<file path="src/rtl/load_store_unit_if.sv">
// Core request/response signals and the word-wide data-memory port of the load/store unit.
// The LSU uses the master view; the core and memory use the slave view.
interface load_store_unit_if #(
    parameter int ADDR_WIDTH = 32
);
    logic                  req_valid;
    logic                  req_write;
    logic [2:0]            req_f3;
    logic [ADDR_WIDTH-1:0] req_address;
    logic [31:0]           req_wdata;
    logic                  stall;
    logic                  done;
    logic [31:0]           load_data;
    logic                  misaligned;
    logic                  timeout;

    logic                  mem_valid;
    logic                  mem_ready;
    logic [ADDR_WIDTH-1:0] mem_address;
    logic                  mem_write;
    logic [3:0]            mem_wstrb;
    logic [31:0]           mem_wdata;
    logic                  mem_rvalid;
    logic [31:0]           mem_rdata;

    modport master (
        input  req_valid, req_write, req_f3, req_address, req_wdata,
               mem_ready, mem_rvalid, mem_rdata,
        output stall, done, load_data, misaligned, timeout,
               mem_valid, mem_address, mem_write, mem_wstrb, mem_wdata
    );

    modport slave (
        output req_valid, req_write, req_f3, req_address, req_wdata,
               mem_ready, mem_rvalid, mem_rdata,
        input  stall, done, load_data, misaligned, timeout,
               mem_valid, mem_address, mem_write, mem_wstrb, mem_wdata
    );
endinterface

</file>
<file path="src/rtl/load_store_unit.sv">
// Load/store unit: turns core load/store decode into word-wide memory requests with strobes,
// extends load results, stalls the core until completion and reports misalignment/timeouts.
module load_store_unit #(
    parameter int ADDR_WIDTH     = 32,
    parameter int TIMEOUT_CYCLES = 255
) (
    input  logic              clk,
    input  logic              rst_n,
    load_store_unit_if.master bus
);
    typedef enum logic [1:0] {IDLE, REQ, WAIT, DONE} state_e;

    localparam logic [31:0] TimeoutLimit = 32'(TIMEOUT_CYCLES);

    state_e                state_q, state_d;
    logic [ADDR_WIDTH-1:0] mem_address_q, mem_address_d;
    logic                  mem_write_q, mem_write_d;
    logic [3:0]            mem_wstrb_q, mem_wstrb_d;
    logic [31:0]           mem_wdata_q, mem_wdata_d;
    logic [31:0]           load_data_q, load_data_d;
    logic                  misaligned_q, misaligned_d;
    logic                  timeout_q, timeout_d;
    logic [2:0]            f3_q, f3_d;
    logic [1:0]            lane_q, lane_d;
    logic [31:0]           count_q, count_d;

    logic        f3_legal, f3_aligned;
    logic        start_ok, start_err, accept, respond, expired, abort;
    logic [3:0]  store_strb;
    logic [31:0] store_data;
    logic [31:0] byte_shift, half_shift, load_ext;

    always_comb begin
        f3_legal   = 1'b0;
        f3_aligned = 1'b0;
        case (bus.req_f3)
            3'b000, 3'b001, 3'b010: f3_legal = 1'b1;
            3'b100, 3'b101:         f3_legal = !bus.req_write;
            default:                f3_legal = 1'b0;
        endcase
        case (bus.req_f3[1:0])
            2'b00:   f3_aligned = 1'b1;
            2'b01:   f3_aligned = !bus.req_address[0];
            2'b10:   f3_aligned = (bus.req_address[1:0] == 2'b00);
            default: f3_aligned = 1'b0;
        endcase
    end

    // Stores replicate the datum across every lane so the strobe alone picks the bytes written.
    always_comb begin
        store_strb = 4'b0000;
        store_data = bus.req_wdata;
        if (bus.req_write) begin
            case (bus.req_f3[1:0])
                2'b00: begin
                    store_strb = 4'b0001 << bus.req_address[1:0];
                    store_data = {4{bus.req_wdata[7:0]}};
                end
                2'b01: begin
                    store_strb = 4'b0011 << {bus.req_address[1], 1'b0};
                    store_data = {2{bus.req_wdata[15:0]}};
                end
                default: begin
                    store_strb = 4'b1111;
                    store_data = bus.req_wdata;
                end
            endcase
        end
    end

    always_comb begin
        byte_shift = bus.mem_rdata >> {lane_q, 3'b000};
        half_shift = bus.mem_rdata >> {lane_q[1], 4'b0000};
        case (f3_q)
            3'b000:  load_ext = {{24{byte_shift[7]}}, byte_shift[7:0]};
            3'b001:  load_ext = {{16{half_shift[15]}}, half_shift[15:0]};
            3'b100:  load_ext = {24'h000000, byte_shift[7:0]};
            3'b101:  load_ext = {16'h0000, half_shift[15:0]};
            default: load_ext = bus.mem_rdata;
        endcase
    end

    // Completion by the memory always wins over an expiring timeout in the same cycle.
    assign start_ok  = (state_q == IDLE) && bus.req_valid && f3_legal && f3_aligned;
    assign start_err = (state_q == IDLE) && bus.req_valid && !(f3_legal && f3_aligned);
    assign accept    = (state_q == REQ) && bus.mem_ready;
    assign respond   = (state_q == WAIT) && bus.mem_rvalid;
    assign expired   = (TIMEOUT_CYCLES != 0) && ((count_q + 32'd1) >= TimeoutLimit);
    assign abort     = expired && (((state_q == REQ) && !bus.mem_ready) ||
                                   ((state_q == WAIT) && !bus.mem_rvalid));

    always_ff @(posedge clk or negedge rst_n) begin
        if (!rst_n) begin
            state_q <= IDLE;
        end else begin
            state_q <= state_d;
        end
    end

    always_comb begin
        state_d = state_q;
        case (state_q)
            IDLE: begin
                if (start_ok) begin
                    state_d = REQ;
                end else if (start_err) begin
                    state_d = DONE;
                end
            end
            REQ: begin
                if (accept) begin
                    state_d = mem_write_q ? DONE : WAIT;
                end else if (abort) begin
                    state_d = DONE;
                end
            end
            WAIT: begin
                if (respond || abort) begin
                    state_d = DONE;
                end
            end
            DONE:    state_d = IDLE;
            default: state_d = IDLE;
        endcase
    end

    always_comb begin
        mem_address_d = mem_address_q;
        mem_write_d   = mem_write_q;
        mem_wstrb_d   = mem_wstrb_q;
        mem_wdata_d   = mem_wdata_q;
        load_data_d   = load_data_q;
        f3_d          = f3_q;
        lane_d        = lane_q;
        count_d       = count_q;
        misaligned_d  = 1'b0;
        timeout_d     = 1'b0;
        if (start_ok) begin
            mem_address_d = {bus.req_address[ADDR_WIDTH-1:2], 2'b00};
            mem_write_d   = bus.req_write;
            mem_wstrb_d   = store_strb;
            mem_wdata_d   = store_data;
            f3_d          = bus.req_f3;
            lane_d        = bus.req_address[1:0];
            count_d       = 32'd0;
        end
        if (start_err) begin
            misaligned_d = 1'b1;
            load_data_d  = 32'd0;
        end
        if ((state_q == REQ) || (state_q == WAIT)) begin
            count_d = count_q + 32'd1;
        end
        if (respond) begin
            load_data_d = load_ext;
        end
        if (abort) begin
            timeout_d   = 1'b1;
            load_data_d = 32'd0;
        end
    end

    always_ff @(posedge clk or negedge rst_n) begin
        if (!rst_n) begin
            mem_address_q <= '0;
            mem_write_q   <= 1'b0;
            mem_wstrb_q   <= 4'b0000;
            mem_wdata_q   <= 32'd0;
            load_data_q   <= 32'd0;
            misaligned_q  <= 1'b0;
            timeout_q     <= 1'b0;
            f3_q          <= 3'b000;
            lane_q        <= 2'b00;
            count_q       <= 32'd0;
        end else begin
            mem_address_q <= mem_address_d;
            mem_write_q   <= mem_write_d;
            mem_wstrb_q   <= mem_wstrb_d;
            mem_wdata_q   <= mem_wdata_d;
            load_data_q   <= load_data_d;
            misaligned_q  <= misaligned_d;
            timeout_q     <= timeout_d;
            f3_q          <= f3_d;
            lane_q        <= lane_d;
            count_q       <= count_d;
        end
    end

    // mem_valid and done decode straight from the state so reset removes them immediately.
    always_comb begin
        bus.mem_valid   = (state_q == REQ);
        bus.done        = (state_q == DONE);
        bus.stall       = bus.req_valid && (state_q != DONE);
        bus.mem_address = mem_address_q;
        bus.mem_write   = mem_write_q;
        bus.mem_wstrb   = mem_wstrb_q;
        bus.mem_wdata   = mem_wdata_q;
        bus.load_data   = load_data_q;
        bus.misaligned  = misaligned_q;
        bus.timeout     = timeout_q;
    end
endmodule

</file>
<file path="src/flat_wrapper.sv">
// flat-port wrapper written by rule: the top's interface ports become plain ports
module load_store_unit_flat 
#(
    parameter int ADDR_WIDTH     = 32,
    parameter int TIMEOUT_CYCLES = 255
)
  (clk, rst_n, bus_req_valid, bus_req_write, bus_req_f3, bus_req_address, bus_req_wdata, bus_mem_ready, bus_mem_rvalid, bus_mem_rdata, bus_stall, bus_done, bus_load_data, bus_misaligned, bus_timeout, bus_mem_valid, bus_mem_address, bus_mem_write, bus_mem_wstrb, bus_mem_wdata);
  load_store_unit_if #(.ADDR_WIDTH(ADDR_WIDTH)) bus_i ();
  input  logic clk;
  input  logic rst_n;
  input wire logic [$bits(bus_i.req_valid)-1:0] bus_req_valid;
  input wire logic [$bits(bus_i.req_write)-1:0] bus_req_write;
  input wire logic [$bits(bus_i.req_f3)-1:0] bus_req_f3;
  input wire logic [$bits(bus_i.req_address)-1:0] bus_req_address;
  input wire logic [$bits(bus_i.req_wdata)-1:0] bus_req_wdata;
  input wire logic [$bits(bus_i.mem_ready)-1:0] bus_mem_ready;
  input wire logic [$bits(bus_i.mem_rvalid)-1:0] bus_mem_rvalid;
  input wire logic [$bits(bus_i.mem_rdata)-1:0] bus_mem_rdata;
  output wire logic [$bits(bus_i.stall)-1:0] bus_stall;
  output wire logic [$bits(bus_i.done)-1:0] bus_done;
  output wire logic [$bits(bus_i.load_data)-1:0] bus_load_data;
  output wire logic [$bits(bus_i.misaligned)-1:0] bus_misaligned;
  output wire logic [$bits(bus_i.timeout)-1:0] bus_timeout;
  output wire logic [$bits(bus_i.mem_valid)-1:0] bus_mem_valid;
  output wire logic [$bits(bus_i.mem_address)-1:0] bus_mem_address;
  output wire logic [$bits(bus_i.mem_write)-1:0] bus_mem_write;
  output wire logic [$bits(bus_i.mem_wstrb)-1:0] bus_mem_wstrb;
  output wire logic [$bits(bus_i.mem_wdata)-1:0] bus_mem_wdata;
  assign bus_i.req_valid = bus_req_valid;
  assign bus_i.req_write = bus_req_write;
  assign bus_i.req_f3 = bus_req_f3;
  assign bus_i.req_address = bus_req_address;
  assign bus_i.req_wdata = bus_req_wdata;
  assign bus_i.mem_ready = bus_mem_ready;
  assign bus_i.mem_rvalid = bus_mem_rvalid;
  assign bus_i.mem_rdata = bus_mem_rdata;
  assign bus_stall = bus_i.stall;
  assign bus_done = bus_i.done;
  assign bus_load_data = bus_i.load_data;
  assign bus_misaligned = bus_i.misaligned;
  assign bus_timeout = bus_i.timeout;
  assign bus_mem_valid = bus_i.mem_valid;
  assign bus_mem_address = bus_i.mem_address;
  assign bus_mem_write = bus_i.mem_write;
  assign bus_mem_wstrb = bus_i.mem_wstrb;
  assign bus_mem_wdata = bus_i.mem_wdata;
  load_store_unit #(.ADDR_WIDTH(ADDR_WIDTH), .TIMEOUT_CYCLES(TIMEOUT_CYCLES)) u_core (.clk(clk), .rst_n(rst_n), .bus(bus_i));
endmodule
</file>
<file path="config.mk">
export PLATFORM = sky130hd
export DESIGN_NAME = load_store_unit_flat
export DESIGN_NICKNAME = d
export VERILOG_FILES = /design/src/rtl/load_store_unit_if.sv /design/src/rtl/load_store_unit.sv /design/src/flat_wrapper.sv
export SDC_FILE = /design/constraint.sdc
export NUM_CORES = 1
export LEC_CHECK = 0
export BUFFER_PORTS_ARGS = -buffer_cell sky130_fd_sc_hd__clkbuf_2
export CAP_MARGIN = 15
export CORE_UTILIZATION = 48
export DETAILED_ROUTE_END_ITERATION = 10
export HOLD_SLACK_MARGIN = 0.12
export PLACE_DENSITY_LB_ADDON = 0.15
export SETUP_SLACK_MARGIN = 0.4
export SYNTH_ARGS = -nofsm -noshare
export SYNTH_HDL_FRONTEND = slang
export SYNTH_SLANG_ARGS = --single-unit
export TNS_END_PERCENT = 50
</file>
<file path="constraint.sdc">
create_clock -name clk -period 2.9 [get_ports clk]
set_clock_uncertainty 0.1 [all_clocks]
set_input_delay 0.29 -clock clk [delete_from_list [all_inputs] [get_ports clk]]
set_output_delay 0.29 -clock clk [all_outputs]
set_load 0.005 [all_outputs]
</file>
==> flow_results.xml <==
<?xml version="1.0" encoding="UTF-8"?>
<metrics>
  <group name="critical_path">
    <metric name="cp_num_buf_inv" unit="">3</metric>
    <metric name="end_kind" unit="">register</metric>
    <metric name="timing_worst_setup_path_type" unit="">register to register</metric>
    <metric name="family_of_cells_with_the_greatest_summed_delay_on_the_critical_path" unit="">simple AND/OR/NAND/NOR gates</metric>
    <metric name="cpMostUsedCell" unit="">buf_6</metric>
    <metric name="critPathMaxFanout" unit="">8</metric>
    <metric name="ordered_cell_list_for_the_critical_path" unit="">ha_4, inv_4, or4_4, buf_6, o31a_1, nor4_2, nand4_1, o41a_4, buf_6, a21oi_1</metric>
    <metric name="critical_path_arrival" unit="ps">3240</metric>
    <metric name="worst-endpoint-required" unit="ps">3150</metric>
    <metric name="critical-path-max-stage-delay" unit="ps">570</metric>
    <metric name="critical_path.startpoint_type" unit="">register</metric>
    <metric name="crit_slowest_cell" unit="">or4_4</metric>
  </group>
  <group name="detailed_routing">
    <metric name="route.vias.total" unit="">7293</metric>
    <metric name="initialDrtViolationCount" unit="">491</metric>
    <metric name="drt.antenna.violating_nets" unit="">0</metric>
    <metric name="dr.pass1.iters" unit="">6</metric>
    <metric name="wl_per_cell" unit="um">16.9</metric>
    <metric name="route.detailed.drc" unit="">0</metric>
    <metric name="sum_of_routed_wire_length_over_all_layers" unit="um">22700</metric>
    <metric name="routed_via_density" unit="">5.44</metric>
  </group>
  <group name="cts">
    <metric name="h_tree_levels" unit="">4</metric>
    <metric name="clkTransAtPathRegs" unit="ps">70</metric>
    <metric name="numCtsBuffers" unit="">17</metric>
    <metric name="cts_tree" unit="">done</metric>
    <metric name="clock_insertion_delay_worst_skew" unit="ps">420</metric>
    <metric name="cts.root.buffer_cell" unit="">clkbuf_16</metric>
    <metric name="cts.path.max_buffers" unit="">2</metric>
    <metric name="cts_num_sinks" unit="">140</metric>
  </group>
  <group name="outcome">
    <metric name="violated_checks" unit="">negative setup slack</metric>
    <metric name="status" unit="">finished with violations</metric>
  </group>
  <group name="power">
    <metric name="pwr-share-comb" unit="%">42.1</metric>
    <metric name="total_leakage_power" unit="nW">5.00</metric>
    <metric name="power.ir.vdd_worst" unit="V">0.000519</metric>
    <metric name="internal_power" unit="mW">5.77</metric>
    <metric name="clock_power_share" unit="%">22.2</metric>
    <metric name="net-switching-power" unit="mW">3.67</metric>
    <metric name="power_switching_share" unit="%">38.9</metric>
    <metric name="sequentialPowerShare" unit="%">35.6</metric>
    <metric name="total_design_power" unit="mW">9.44</metric>
    <metric name="power_per_cell_area" unit="nW/um^2">887</metric>
  </group>
  <group name="timing">
    <metric name="slew_viol_final" unit="">0</metric>
    <metric name="worst_slack" unit="ps">-84.1</metric>
    <metric name="minimum_clock_period" unit="ps">2980</metric>
    <metric name="min_period_over_period" unit="%">103</metric>
    <metric name="grt_setup_unrepaired" unit="">true</metric>
    <metric name="max-slew-margin-rel" unit="%">56.2</metric>
    <metric name="hold_violations" unit="">0</metric>
    <metric name="max_slew.worst_pin.slew" unit="ps">657</metric>
    <metric name="setup_viol" unit="">35</metric>
    <metric name="achievable-frequency" unit="MHz">335</metric>
  </group>
  <group name="placement">
    <metric name="dpl.cell_count" unit="">1226</metric>
    <metric name="portbufs" unit="">208</metric>
    <metric name="place.gp.congestion" unit="">0.874</metric>
    <metric name="hpwl_detailed" unit="um">14500</metric>
  </group>
  <group name="floorplan">
    <metric name="core-area" unit="sq um">15300</metric>
    <metric name="starting_utilization_of_the_core_area" unit="%">49.4</metric>
    <metric name="pin_count" unit="">211</metric>
    <metric name="fp.dieArea" unit="sq um">16200</metric>
    <metric name="core.rowCount" unit="">45</metric>
    <metric name="floorplan.die.width" unit="um">127</metric>
    <metric name="die_height" unit="um">127</metric>
  </group>
  <group name="global_route">
    <metric name="grt_use_met2" unit="%">46.9</metric>
    <metric name="number_of_global_route_vias_before_repair" unit="">7306</metric>
    <metric name="grt_use_total" unit="%">28.9</metric>
    <metric name="wire_length_of_the_first_global_routing_pass" unit="um">36800</metric>
    <metric name="grt_start_max_net_pins" unit="">101</metric>
    <metric name="grtUsageMet1" unit="%">37.4</metric>
    <metric name="grt-busiest-layer" unit="">met2</metric>
    <metric name="global_route.usage.met3" unit="%">7.87</metric>
    <metric name="grt_antenna_before_repair" unit="">0</metric>
    <metric name="congestion_overflow_gr" unit="">0</metric>
  </group>
  <group name="synth">
    <metric name="synth_cell_type_count" unit="">55</metric>
    <metric name="yosysSeqAreaShare" unit="%">46.4</metric>
    <metric name="ys_dominant_reg_cell" unit="">dfrtp_1</metric>
    <metric name="ys_ff_latch" unit="">140</metric>
    <metric name="post_synth_main_area_contributors" unit="">dfrtp_1 (46%), o21ai_0 (6.6%), mux2_2 (6.6%)</metric>
    <metric name="synth.avg_cell_area" unit="sq um">9.49</metric>
    <metric name="syn-cell-area" unit="sq um">7540</metric>
    <metric name="post_synth_inst_count" unit="">795</metric>
    <metric name="most_area_hungry_cell_type_in_the_yosys_netlist" unit="">dfrtp_1</metric>
    <metric name="synth_enable_flop_cells" unit="">0</metric>
    <metric name="yosysWarnings" unit="">0</metric>
    <metric name="synthDominantCellAreaShare" unit="%">46.4</metric>
    <metric name="postSynth.asyncResetShare" unit="%">100</metric>
  </group>
  <group name="layout">
    <metric name="insertedDiodeCount" unit="">0</metric>
    <metric name="final-instance-count-excl-fill" unit="">1341</metric>
    <metric name="fillCellCount" unit="">1156</metric>
    <metric name="area_delta_synth_final" unit="%">41.1</metric>
    <metric name="drive_above_1_share" unit="%">35.4</metric>
    <metric name="final-seq-area" unit="sq um">3510</metric>
    <metric name="final_core_util" unit="%">69.7</metric>
    <metric name="design.final.nets" unit="">1229</metric>
    <metric name="area_of_the_multi_input_gates" unit="sq um">3760</metric>
  </group>
  <group name="worst_hold_path">
    <metric name="holdCritPathClass" unit="">input pin to register</metric>
  </group>
  <group name="job">
    <metric name="max_cap_violations" unit="">0</metric>
  </group>
</metrics>
## cells in the mapped netlist (8+ instances only)
| cell | number |
|---|---|
| dfrtp_1 | 140 |
| nor3_1 | 10 |
| a21oi_1 | 29 |
| o21ai_0 | 99 |
| a21oi_2 | 21 |
| nand2_1 | 129 |
| mux2i_1 | 29 |
| mux2_2 | 44 |
| nand3_1 | 27 |
| xnor2_1 | 14 |
| a221oi_1 | 8 |
| xor2_1 | 12 |
| nor2_1 | 31 |
| nor2_4 | 8 |
| nand4_1 | 14 |
| clkbuf_1 | 41 |
| o221ai_1 | 8 |
| nor4_1 | 17 |
| inv_1 | 21 |
## worst min-delay path, stage by stage
cell      delay [ps]
clkbuf_2         100
o21ai_0           90
a21oi_2          130
## placed cells by master, fill, tap and decap left out, types with 14 or more instances in the layout
cell type      netlist  routed
xnor2_1             14      14
a21oi_1             29      28
dlygate4sd3_1        0      80
clkbuf_16            0      18
nand2_1            129     129
nor4_1              17      15
inv_1               21      20
a21oi_2             21      20
mux2_2              44      44
clkbuf_2             0     207
o21ai_0             99      96
mux2i_1             29      29
nand3_1             27      27
nor2_1              31      31
nand4_1             14      14
buf_4                6      62
dfrtp_1            140     138
## timing repair
| action | 4_1_cts | 5_1_grt |
|---|---|---|
| hold buffers | 80 | 0 |
| endpoints found under the setup margin | 35 | 36 |
| hold endpoints to repair | 137 | 0 |
| setup buffers | 0 | 1 |
| gates resized for setup | 7 | 4 |
| cloned | 0 | 2 |
| pin swaps | 3 | 3 |
## final cells by class
type | count | share of cell area [%]
Clock buffer | 18 | 4.13
Clock inverter | 14 | 1.19
Inverter | 22 | 0.799
Multi-Input combinational cell | 577 | 35.3
Sequential cell | 140 | 32.9
Tap cell | 211 | 2.48
Timing Repair Buffer | 359 | 23.1
## state kept, by name, indices dropped and copies added, names as in the netlist
name                    flops
u_core.bus.mem_wdata       32
u_core.bus.misaligned       1
u_core.bus.load_data       32
u_core.bus.mem_address     30
u_core.state_q              2
u_core.bus.mem_wstrb        4
u_core.bus.mem_write        1
u_core.lane_q               2
u_core.count_q             32
u_core.f3_q                 3
u_core.bus.timeout          1
## cells by family after synthesis
group	after synthesis	share of synthesized area, %
AND/OR/NAND/NOR	275	18.0
AO/OA/AOI/OAI	194	16.2
flip-flops	140	46.4
buffers and inverters	79	4.69
multiplexers	73	10.4
XOR/XNOR	26	3.02
adder cells (fa/ha/maj)	7	1.16
other	1	0.0497
## layer usage
layer | wire length, um | vias up | part of all wire, %
met1 | 9720 | 3494 | 43
li1 | - | 3467 | -
met3 | 1600 | 36 | 7.1
met2 | 10900 | 296 | 48
met5 | 0 | - | 0
met4 | 452 | 0 | 2.0
## power groups by stage
stage          Sequential, mW  Combinational, mW  Clock, mW
4_1_cts                  3.33               3.82       2.13
2_1_floorplan            3.27               2.20          0
3_3_place_gp             3.33               3.61          0
6_report                 3.36               3.98       2.10
3_5_place_dp             3.34               3.68          0
5_1_grt                  3.47               4.37       2.22
## stage by stage
stage | cell area, sq um | hold WS, ps | TNS (ps) | worst slack [ps]
after detailed placement | 9170 | 207 | -2690 | -117
after global routing | 10600 | 127 | -5380 | -187
after CTS | 10600 | 122 | -1330 | -92.7
after floorplan | 7570 | -106 | -6.42 | -6.42
after global placement | 9170 | 206 | -989 | -43.0
final | 10600 | 126 | -2050 | -84.1
## final timing paths
kind / start / slack (ps) / cells past startpoint / end
setup / recovery: u_core.count_q[0] / -80 / 10 / u_core.bus.load_data[1]
hold / removal: bus_mem_rdata[17] / 130 / 3 / u_core.bus.load_data[17]
setup reg to reg: u_core.count_q[0] / -80 / 10 / u_core.bus.load_data[1]
hold reg to reg: u_core.bus.mem_wdata[24] / 380 / 2 / u_core.bus.mem_wdata[24]
max in group asynchronous: rst_n / 1690 / 3 / u_core.count_q[13]
min in group asynchronous: rst_n / 310 / 2 / u_core.bus.load_data[23]
Note: power is estimated with default switching activity, not from simulation.
